===== src/rtl/rv_ctrl_pkg.sv =====
// Shared opcode, ALUOp, state and instruction-class definitions for the
// multi-cycle RV64 main control FSM.
package rv_ctrl_pkg;

  localparam logic [6:0] OP_R      = 7'b0110011;
  localparam logic [6:0] OP_LOAD   = 7'b0000011;
  localparam logic [6:0] OP_STORE  = 7'b0100011;
  localparam logic [6:0] OP_BRANCH = 7'b1100011;

  localparam logic [2:0] F3_DWORD = 3'b011;
  localparam logic [2:0] F3_BEQ   = 3'b000;

  localparam logic [1:0] ALUOP_ADD   = 2'b00;
  localparam logic [1:0] ALUOP_SUB   = 2'b01;
  localparam logic [1:0] ALUOP_FUNCT = 2'b10;

  typedef enum logic [2:0] {
    ST_IDLE,
    ST_DECODE,
    ST_EXEC,
    ST_MEM,
    ST_WB
  } state_t;

  typedef enum logic [1:0] {
    CL_R,
    CL_LD,
    CL_SD,
    CL_BEQ
  } iclass_t;

  // Field handed to the ALU control unit: {funct7[5], funct3}.
  function automatic logic [3:0] alu_cs_of(input logic [31:0] ir);
    return {ir[30], ir[14:12]};
  endfunction

endpackage


===== src/rtl/rv_mc_ctrl_if.sv =====
// Fetch / ALU / data-memory handshake bundle around the main control FSM.
interface rv_mc_ctrl_if #(
  parameter int CNT_W = 32
);
  logic             instr_valid;
  logic [31:0]      instr;
  logic             instr_ready;
  logic             alu_zero;
  logic [1:0]       alu_op;
  logic [3:0]       alu_cs;
  logic             alu_src_imm;
  logic             mem_req;
  logic             mem_we;
  logic             mem_ack;
  logic             reg_we;
  logic             pc_we;
  logic             pc_sel;
  logic             err;
  logic [CNT_W-1:0] retired;

  // master: the fetch/datapath side; slave: the controller.
  modport master (
    output instr_valid, instr, alu_zero, mem_ack,
    input  instr_ready, alu_op, alu_cs, alu_src_imm, mem_req, mem_we,
           reg_we, pc_we, pc_sel, err, retired
  );

  modport slave (
    input  instr_valid, instr, alu_zero, mem_ack,
    output instr_ready, alu_op, alu_cs, alu_src_imm, mem_req, mem_we,
           reg_we, pc_we, pc_sel, err, retired
  );
endinterface


===== src/rtl/rv_mc_decode.sv =====
// Combinational opcode/funct3 classifier; anything outside R, LD, SD, BEQ
// is flagged illegal.
module rv_mc_decode
  import rv_ctrl_pkg::*;
(
  input  logic [6:0] opcode,
  input  logic [2:0] funct3,
  output iclass_t    cls,
  output logic       illegal
);

  always_comb begin
    cls     = CL_R;
    illegal = 1'b0;
    case (opcode)
      OP_R:      cls = CL_R;
      OP_LOAD:   begin cls = CL_LD;  illegal = (funct3 != F3_DWORD); end
      OP_STORE:  begin cls = CL_SD;  illegal = (funct3 != F3_DWORD); end
      OP_BRANCH: begin cls = CL_BEQ; illegal = (funct3 != F3_BEQ);   end
      default:   illegal = 1'b1;
    endcase
  end

endmodule


===== src/rtl/rv_mc_ctrl.sv =====
// Multi-cycle main control FSM: accepts one instruction, then sequences
// DECODE, EXEC, MEM and WB, driving ALU, register-file, PC and memory strobes.
//
//   state  | meaning
//   IDLE   | instr_ready high, waiting for a fetch handshake
//   DECODE | classify latched instruction, err on illegal
//   EXEC   | ALU operation; BEQ resolves and retires here
//   MEM    | hold mem_req until mem_ack or timeout
//   WB     | register write + PC+4, retire
module rv_mc_ctrl
  import rv_ctrl_pkg::*;
#(
  parameter int MEM_TIMEOUT = 16,
  parameter int CNT_W       = 32
) (
  input  logic         clk,
  input  logic         rst_n,
  rv_mc_ctrl_if.slave  bus
);

  localparam int TMR_W = $clog2(MEM_TIMEOUT + 1);

  state_t           state, state_nx;
  logic [31:0]      ir;
  logic [TMR_W-1:0] tmr;
  logic [CNT_W-1:0] retired;
  iclass_t          cls;
  logic             illegal;

  logic       ready, retire;
  logic [1:0] alu_op;
  logic [3:0] alu_cs;
  logic       alu_src_imm, mem_req, mem_we, reg_we, pc_we, pc_sel, err;

  logic unused_ir_bits;
  assign unused_ir_bits = ^{ir[31], ir[29:15], ir[11:7]};

  rv_mc_decode u_decode (
    .opcode  (ir[6:0]),
    .funct3  (ir[14:12]),
    .cls     (cls),
    .illegal (illegal)
  );

  always_ff @(posedge clk or negedge rst_n) begin
    if (!rst_n) begin
      state   <= ST_IDLE;
      ir      <= '0;
      tmr     <= '0;
      retired <= '0;
    end else begin
      state <= state_nx;
      if (ready && bus.instr_valid)
        ir <= bus.instr;
      // Timer is reloaded on the way into MEM and counts only ack-less cycles.
      if (state == ST_EXEC)
        tmr <= TMR_W'(MEM_TIMEOUT);
      else if (state == ST_MEM && !bus.mem_ack)
        tmr <= tmr - TMR_W'(1);
      if (retire)
        retired <= retired + CNT_W'(1);
    end
  end

  always_comb begin
    state_nx    = state;
    ready       = 1'b0;
    retire      = 1'b0;
    alu_op      = ALUOP_ADD;
    alu_cs      = 4'b0000;
    alu_src_imm = 1'b0;
    mem_req     = 1'b0;
    mem_we      = 1'b0;
    reg_we      = 1'b0;
    pc_we       = 1'b0;
    pc_sel      = 1'b0;
    err         = 1'b0;
    case (state)
      ST_IDLE: begin
        ready = 1'b1;
        if (bus.instr_valid)
          state_nx = ST_DECODE;
      end
      ST_DECODE: begin
        if (illegal) begin
          err      = 1'b1;
          state_nx = ST_IDLE;
        end else begin
          state_nx = ST_EXEC;
        end
      end
      ST_EXEC: begin
        alu_cs = alu_cs_of(ir);
        case (cls)
          CL_R: begin
            alu_op   = ALUOP_FUNCT;
            state_nx = ST_WB;
          end
          CL_LD, CL_SD: begin
            alu_op      = ALUOP_ADD;
            alu_src_imm = 1'b1;
            state_nx    = ST_MEM;
          end
          CL_BEQ: begin
            alu_op   = ALUOP_SUB;
            pc_we    = 1'b1;
            pc_sel   = bus.alu_zero;
            retire   = 1'b1;
            state_nx = ST_IDLE;
          end
        endcase
      end
      ST_MEM: begin
        mem_req = 1'b1;
        mem_we  = (cls == CL_SD);
        // An ack on the terminal-count cycle still completes the access.
        if (bus.mem_ack) begin
          if (cls == CL_SD) begin
            pc_we    = 1'b1;
            retire   = 1'b1;
            state_nx = ST_IDLE;
          end else begin
            state_nx = ST_WB;
          end
        end else if (tmr == TMR_W'(1)) begin
          err      = 1'b1;
          state_nx = ST_IDLE;
        end
      end
      ST_WB: begin
        reg_we   = 1'b1;
        pc_we    = 1'b1;
        retire   = 1'b1;
        state_nx = ST_IDLE;
      end
      default: state_nx = ST_IDLE;
    endcase
  end

  // Gated so that every output reads 0 while reset is held.
  assign bus.instr_ready = ready && rst_n;
  assign bus.alu_op      = alu_op;
  assign bus.alu_cs      = alu_cs;
  assign bus.alu_src_imm = alu_src_imm;
  assign bus.mem_req     = mem_req;
  assign bus.mem_we      = mem_we;
  assign bus.reg_we      = reg_we;
  assign bus.pc_we       = pc_we;
  assign bus.pc_sel      = pc_sel;
  assign bus.err         = err;
  assign bus.retired     = retired;

endmodule


===== src/flat_wrapper.sv =====
// flat-port wrapper written by rule: the top's interface ports become plain ports
module rv_mc_ctrl_flat import rv_ctrl_pkg::*;
#(
  parameter int MEM_TIMEOUT = 16,
  parameter int CNT_W       = 32
)
  (clk, rst_n, bus_instr_valid, bus_instr, bus_alu_zero, bus_mem_ack, bus_instr_ready, bus_alu_op, bus_alu_cs, bus_alu_src_imm, bus_mem_req, bus_mem_we, bus_reg_we, bus_pc_we, bus_pc_sel, bus_err, bus_retired);
  rv_mc_ctrl_if #(.CNT_W(CNT_W)) bus_i ();
  input  logic clk;
  input  logic rst_n;
  input wire logic [$bits(bus_i.instr_valid)-1:0] bus_instr_valid;
  input wire logic [$bits(bus_i.instr)-1:0] bus_instr;
  input wire logic [$bits(bus_i.alu_zero)-1:0] bus_alu_zero;
  input wire logic [$bits(bus_i.mem_ack)-1:0] bus_mem_ack;
  output wire logic [$bits(bus_i.instr_ready)-1:0] bus_instr_ready;
  output wire logic [$bits(bus_i.alu_op)-1:0] bus_alu_op;
  output wire logic [$bits(bus_i.alu_cs)-1:0] bus_alu_cs;
  output wire logic [$bits(bus_i.alu_src_imm)-1:0] bus_alu_src_imm;
  output wire logic [$bits(bus_i.mem_req)-1:0] bus_mem_req;
  output wire logic [$bits(bus_i.mem_we)-1:0] bus_mem_we;
  output wire logic [$bits(bus_i.reg_we)-1:0] bus_reg_we;
  output wire logic [$bits(bus_i.pc_we)-1:0] bus_pc_we;
  output wire logic [$bits(bus_i.pc_sel)-1:0] bus_pc_sel;
  output wire logic [$bits(bus_i.err)-1:0] bus_err;
  output wire logic [$bits(bus_i.retired)-1:0] bus_retired;
  assign bus_i.instr_valid = bus_instr_valid;
  assign bus_i.instr = bus_instr;
  assign bus_i.alu_zero = bus_alu_zero;
  assign bus_i.mem_ack = bus_mem_ack;
  assign bus_instr_ready = bus_i.instr_ready;
  assign bus_alu_op = bus_i.alu_op;
  assign bus_alu_cs = bus_i.alu_cs;
  assign bus_alu_src_imm = bus_i.alu_src_imm;
  assign bus_mem_req = bus_i.mem_req;
  assign bus_mem_we = bus_i.mem_we;
  assign bus_reg_we = bus_i.reg_we;
  assign bus_pc_we = bus_i.pc_we;
  assign bus_pc_sel = bus_i.pc_sel;
  assign bus_err = bus_i.err;
  assign bus_retired = bus_i.retired;
  rv_mc_ctrl #(.MEM_TIMEOUT(MEM_TIMEOUT), .CNT_W(CNT_W)) u_core (.clk(clk), .rst_n(rst_n), .bus(bus_i));
endmodule

===== config.mk =====
export PLATFORM = sky130hd
export DESIGN_NAME = rv_mc_ctrl_flat
export DESIGN_NICKNAME = d
export VERILOG_FILES = /design/src/rtl/rv_ctrl_pkg.sv /design/src/rtl/rv_mc_ctrl_if.sv /design/src/rtl/rv_mc_decode.sv /design/src/rtl/rv_mc_ctrl.sv /design/src/flat_wrapper.sv
export SDC_FILE = /design/constraint.sdc
export NUM_CORES = 1
export LEC_CHECK = 0
export BUFFER_PORTS_ARGS = -buffer_cell sky130_fd_sc_hd__buf_2
export CORE_ASPECT_RATIO = 0.7
export CORE_UTILIZATION = 55
export CTS_CLUSTER_DIAMETER = 50
export DETAILED_ROUTE_END_ITERATION = 12
export PLACE_DENSITY = 0.84
export SLEW_MARGIN = 20
export SYNTH_ARGS = -nofsm -noshare
export SYNTH_HDL_FRONTEND = slang
export SYNTH_SLANG_ARGS = --single-unit

===== constraint.sdc =====
create_clock -name clk -period 5.4 [get_ports clk]
set_input_delay 0.27 -clock clk [delete_from_list [all_inputs] [get_ports clk]]
set_output_delay 0.27 -clock clk [all_outputs]
set_load 0.03 [all_outputs]

==> results.sh, run 1 <==
export IMPL_status="finished, final reports clean"
export IMPL_antenna_found_initial=0
export IMPL_drtPass1Iterations=4
export IMPL_cts_post_setup_buffers_inserted=0
export IMPL_grt_setup_unrepaired="no"
export IMPL_syn_area_um2=2790
export IMPL_syn_to_final_growth_pct=16.3
export IMPL_peakVddDrop_uv=190
export IMPL_worstSkewPairLatency_ns=0.30
export IMPL_stdcell_area_um2=3240
export IMPL_cpPeakStageDelay_ns=0.64
export IMPL_layout_nets=344
export IMPL_cp_data_required_time_ns=5.13
export IMPL_gr_usage_all_layers_pct=22.8
export IMPL_skew_ns=0.00966
export IMPL_cp_slowest_cell="o21ai_4"
export IMPL_ios=83
export IMPL_worstMarginPinSlew_ns=1.01
export IMPL_yosysWarnings=0
export IMPL_port_buffer_count=61
export IMPL_path_buf_inv=2
export IMPL_ys_flop_type="dfrtp_1"
export IMPL_synth_edff_count=0
export IMPL_endpoint_kind="output pin"
export IMPL_design_core_area_um2=4830
export IMPL_p_per_area_nw_per_um2=248
export IMPL_hpwl_mm=4.01
export IMPL_syn_avg_cell_area_um2=11.5
export IMPL_maxCapViolations=0
export IMPL_yosysMostFrequentCell="dfrtp_1"
export IMPL_synth_nets=286
export IMPL_antennaDiodeCount=0
export IMPL_yosys_cell_types_count=42
export IMPL_drc_errors=0
export IMPL_grt_pass1_wl_mm=9.29
export IMPL_synthTopCellsByArea="dfrtp_1 46%, xor2_1 6.0%, a2111oi_2 5.9%"
export IMPL_finalCritPeriodShare_pct=57.7
export IMPL_clock_root_buffer="clkbuf_8"
export IMPL_yosysTopAreaCell="dfrtp_1"
export IMPL_ctsResizeCount=0
export IMPL_period_needed_ns=3.12
export IMPL_cts_max_path_buffers=2
export IMPL_die_area_um2=5360
export IMPL_grt_overflow=0
export IMPL_grt_max_degree=53
export IMPL_die_h_um=61.5
export IMPL_synth_seq_area_share_pct=45.8
export IMPL_p_total_uw=803
export IMPL_die_x_um=87.1
export IMPL_synth_async_reset_ratio_pct=100
export IMPL_slew_viol_final=0
export IMPL_maxSlewHeadroom_pct=32.6
export IMPL_crit_family="simple AND/OR/NAND/NOR gates"
export IMPL_num_rows=21
export IMPL_critical_path_class="reg2out"
export IMPL_clkTransAtPathRegs_ns=0.09
export IMPL_start_kind="flip-flop"
export IMPL_routedWlPerCell_um=15.2
export IMPL_synth_commonest_cells="51 x dfrtp_1, 19 x xor2_1, 18 x and2_1"
export IMPL_cts_made_buffers=5
export IMPL_cts_max_level=2
export IMPL_routabilityCongestion=0.789
export IMPL_drive_gt1_share_pct=33.2
export IMPL_fill_cells=387
export IMPL_wirelength_mm=5.63
export IMPL_place_area_um2=3130
export IMPL_postRouteAntennaNets=0
export IMPL_cts_sinks=51
export IMPL_synth_top_area_share_pct=45.8
export IMPL_num_vias=2067
export IMPL_worst_path_max_fanout=20
export IMPL_setup_tns_ns=0
export IMPL_final_hold_violation_count=0
export IMPL_holdBufCountCts=0
export IMPL_max_freq_mhz=321
export IMPL_floorplan_initialDensity_pct=57.6
export IMPL_synth_seq_cells=51
export IMPL_critPathArrivalTime_ns=2.85
export IMPL_leakagePower_nw=1.31
export IMPL_setup_violations=0
export IMPL_grt_pass1_vias=1953
export IMPL_hp_class="in2async"
export IMPL_tritoncts="built"
export IMPL_vias_per_cell=5.59
export IMPL_crit_chain="nand4bb_1, nor2_1, and2_1, inv_1, ha_1, and3_1, o21ai_4, nand2_1, buf_2"
export IMPL_drtIter0Drc=136
export IMPL_netlist_instances=243
[worst paths after layout]
check / depth (start not counted) / to / startpoint / slack (ns)
max in group asynchronous: 2 / u_core.bus.retired[13] / rst_n / 4.91
min in group clk: 2 / u_core.ir[1] / bus_instr[1] / 0.19
min: 2 / u_core.bus.retired[23] / rst_n / 0.06
min reg2reg: 1 / u_core.bus.retired[31] / u_core.bus.retired[31] / 0.47
max: 9 / bus_pc_we / u_core.ir[2] / 2.28
max reg2reg: 9 / u_core.bus.retired[1] / u_core.ir[2] / 2.68
[metrics by stage]
stage | hold WS (ns) | instances | setup slack (ns) | util (%)
floorplan | -0.0256 | 243 | 3.13 | -
global placement | 0.427 | 363 | 2.41 | 64.7
detailed placement | 0.425 | 363 | 2.33 | 64.7
CTS | 0.0929 | 370 | 1.99 | 66.8
global route | 0.135 | 370 | 2.08 | 67.0
finish | 0.0646 | 370 | 2.28 | 67.0
[cell usage in the layout (no fill, tap or decap), types with 2 or more instances in the layout]
cell type,n
ha_1,6
o21ai_0,5
inv_1,11
and4_1,3
nand3b_1,2
nor2_1,8
xor2_1,19
nand4_1,3
clkbuf_8,5
xnor2_1,16
a21oi_1,3
o2111ai_1,8
nand4_4,2
nand3_1,9
mux2_2,12
a211oi_1,6
and2_1,18
nand4bb_1,2
nand2_1,10
dfrtp_1,51
a2111oi_2,11
and3_1,7
a31o_2,2
o211ai_1,2
buf_2,61
nor2b_1,3
[cells by family (layout without fill, tap and decap cells)]
family          after synthesis  after routing  share of synthesized area (%)
compound gates               41             41                           14.4
xor+xnor                     35             35                           11.0
fa+ha+maj                     6              6                           2.70
buf+inv                      22             80                           3.59
flops                        51             51                           45.8
mux                          13             13                           5.21
simple gates                 75             75                           17.3
[flip-flops by register name, indices dropped and copies added, names as in the netlist]
name and flops:
u_core.ir 11, u_core.state 3, u_core.bus.retired 32, u_core.tmr 5
[worst reg2reg max path: cells and delay by family, from the launching register on]
family	cells	cell delay (ns)
flops	1	0.38
fa+ha+maj	1	0.21
buf+inv	1	0.06
simple gates	5	0.98
compound gates	1	0.64
mux	1	0.35
[metal layers]
layer	routed length (um)	GRT usage, %	up-vias	part of all wire, %
li1	-	-	1000	-
met4	25	4.76	0	0.44
met2	2550	35.7	42	45
met5	0	0	-	0
met3	234	5.09	4	4.2
met1	2820	32.9	1021	50
[where the power goes]
| part | total (mW) | switching [mW] | internal (mW) |
|---|---|---|---|
| logic | 0.103 | 0.0554 | 0.0479 |
| registers | 0.440 | 0.0293 | 0.411 |
| clock network | 0.260 | 0.124 | 0.136 |
[cell type report]
cell class | instances | area (um^2) | area share (%)
multi-input cells | 170 | 1420 | 43.8
clock buffers | 6 | 72.6 | 2.24
flip-flops and latches | 51 | 1280 | 39.4
clock inverters | 1 | 30.0 | 0.927
well taps | 69 | 86.3 | 2.67
repair buffers | 62 | 313 | 9.66
inverters | 11 | 41.3 | 1.27
(Power assumes the default switching activity.)
==> inputs of run 2 (changes only) <==
CORE_UTILIZATION = 47   (was 55)
PLACE_DENSITY = 0.77   (was 0.84)
clock period = 2.8 ns   (was 5.4 ns; I/O delays follow)
==> results.sh, run 2 (synthesis results as in run 1) <==
export IMPL_status="finished, final reports clean"
export IMPL_routabilityCongestion=0.819
export IMPL_drive_gt1_share_pct=34.1
export IMPL_gr_usage_all_layers_pct=20.8
export IMPL_p_sw_share_pct=26.4
export IMPL_internal_power_mw=1.15
export IMPL_period_needed_ns=2.64
export IMPL_design_core_area_um2=5730
export IMPL_drtPass1Iterations=4
export IMPL_vias_per_cell=5.47
export IMPL_clock_root_buffer="clkbuf_8"
export IMPL_skew_ns=0.00561
export IMPL_ios=83
export IMPL_grt_overflow=0
export IMPL_cpPeakStageDelay_ns=0.39
export IMPL_num_vias=2080
export IMPL_grt_pass1_vias=1994
export IMPL_clkTransAtPathRegs_ns=0.09
export IMPL_crit_chain="nand4bb_1, nor2_1, and2_1, inv_1, ha_1, and3_1, o21ai_2, buf_6, nand2_1, buf_2"
export IMPL_finalCritPeriodShare_pct=94.3
export IMPL_antennaDiodeCount=0
export IMPL_cp_data_required_time_ns=2.66
export IMPL_setup_tns_ns=0
export IMPL_top_regs="u_core.bus.retired: 32 flops, u_core.ir: 11 flops, u_core.tmr: 5 flops"
export IMPL_syn_to_final_growth_pct=17.7
export IMPL_cts_post_setup_buffers_inserted=0
export IMPL_grt_pass1_wl_mm=9.92
export IMPL_cts_max_level=2
export IMPL_antenna_found_initial=0
export IMPL_start_kind="flip-flop"
export IMPL_layout_common_cells="61 x buf_2, 51 x dfrtp_1, 19 x xor2_1"
export IMPL_dp_cells=371
export IMPL_largest_register_ffs=32
export IMPL_layout_nets=347
export IMPL_dp_slack_ns=0.380
export IMPL_die_area_um2=6240
export IMPL_leakagePower_nw=1.33
export IMPL_p_sw_uw=414
export IMPL_wirelength_mm=5.73
export IMPL_grt_setup_unrepaired="no"
export IMPL_hp_class="in2reg"
export IMPL_drtIter0Drc=112
export IMPL_maxCapViolations=0
export IMPL_peakVddDrop_uv=275
export IMPL_layout_commonest_cell="buf_2"
export IMPL_port_buffer_count=61
export IMPL_maxSlewHeadroom_pct=62.2
export IMPL_final_hold_violation_count=0
export IMPL_worstMarginPinSlew_ns=0.559
export IMPL_die_x_um=94.0
export IMPL_p_clk_share_pct=33.1
export IMPL_hpwl_mm=4.11
export IMPL_setup_violations=0
export IMPL_largest_register="u_core.bus.retired"
export IMPL_slew_viol_final=0
export IMPL_holdWs_ns=0.0563
export IMPL_cts_max_path_buffers=2
export IMPL_instances_no_fill=380
export IMPL_crit_family="simple AND/OR/NAND/NOR gates"
export IMPL_rrSetupSlack_ns=0.41
export IMPL_worst_path_max_fanout=20
export IMPL_path_buf_inv=3
export IMPL_endpoint_kind="output pin"
export IMPL_routedWlPerCell_um=15.1
export IMPL_worstSkewPairLatency_ns=0.31
export IMPL_tritoncts="built"
export IMPL_cts_sinks=51
export IMPL_cp_slowest_cell="dfrtp_1"
export IMPL_p_per_area_nw_per_um2=477
export IMPL_floorplan_initialDensity_pct=48.6
export IMPL_layout_setup_ws_ns=0.159
export IMPL_critPathArrivalTime_ns=2.50
export IMPL_grt_max_degree=30
export IMPL_seqPwrFrac_pct=54.2
export IMPL_combPwrFrac_pct=12.7
export IMPL_die_h_um=66.4
export IMPL_postRouteAntennaNets=0
export IMPL_critical_path_class="reg2out"
export IMPL_max_freq_mhz=379
export IMPL_num_rows=23
export IMPL_drc_errors=0
export IMPL_cts_made_buffers=5
[run 2: power groups by stage]
| stage | combinational, mW | sequential, mW | clock (mW) |
|---|---|---|---|
| 2_1_floorplan | 0.126 | 0.863 | 0 |
| 3_3_place_gp | 0.194 | 0.858 | 0 |
| 3_5_place_dp | 0.202 | 0.861 | 0 |
| 4_1_cts | 0.203 | 0.847 | 0.530 |
| 5_1_grt | 0.225 | 0.860 | 0.566 |
| 6_report | 0.199 | 0.848 | 0.518 |
[run 2: timing repair]
item | 4_1_cts | 5_1_grt
endpoints found under the hold margin | 22 | 0
resized for setup | 0 | 1
endpoints found under the setup margin | 0 | 1
hold buffers | 1 | 0
[run 2: per-layer routing]
| layer | wire length (um) | share of wire, % | vias to the layer above | track usage (%) |
|---|---|---|---|---|
| li1 | - | - | 1001 | - |
| met1 | 2810 | 49 | 1039 | 29.6 |
| met2 | 2640 | 46 | 34 | 32.0 |
| met3 | 215 | 3.8 | 6 | 4.25 |
| met4 | 55 | 0.96 | 0 | 5.77 |
| met5 | 0 | 0 | - | 0 |
[run 2: worst reg2reg max path, cell delays in order (launching register included)]
cell	delay [ns]
dfrtp_1	0.39
nand4bb_1	0.24
nor2_1	0.13
and2_1	0.18
ha_1	0.19
nor2b_1	0.28
o21ai_2	0.08
buf_6	0.19
a2111oi_2	0.44
xor2_1	0.19
[run 2: area by class of cell]
| cell class | instances | area [um^2] |
|---|---|---|
| clock inverter | 3 | 43.8 |
| tap | 75 | 93.8 |
| clock buffer | 5 | 68.8 |
| multi-input combinational | 170 | 1410 |
| fill | 496 | 2450 |
| inverter | 11 | 41.3 |
| sequential | 51 | 1280 |
| timing repair buffer | 65 | 342 |
[run 2: per-stage QoR]
| stage | area, um^2 | util, % | power (mW) |
|---|---|---|---|
| 2_1_floorplan | 2790 | - | 0.989 |
| 3_3_place_gp | 3150 | 55.0 | 1.05 |
| 3_5_place_dp | 3150 | 55.0 | 1.06 |
| 4_1_cts | 3270 | 57.2 | 1.58 |
| 5_1_grt | 3280 | 57.2 | 1.65 |
| 6_report | 3280 | 57.2 | 1.56 |
[run 2: path summary, 6_finish.rpt]
path                                                to  depth (start not counted)              startpoint
worst max register to register  u_core.bus.retired[25]                          9            u_core.ir[2]
min in group asynchronous                u_core.ir[14]                          2                   rst_n
worst min register to register  u_core.bus.retired[19]                          1  u_core.bus.retired[19]
max in group asynchronous       u_core.bus.retired[25]                          3                   rst_n
worst max-delay path                         bus_pc_we                         10            u_core.ir[2]
worst min-delay path                     u_core.ir[14]                          2           bus_instr[14]
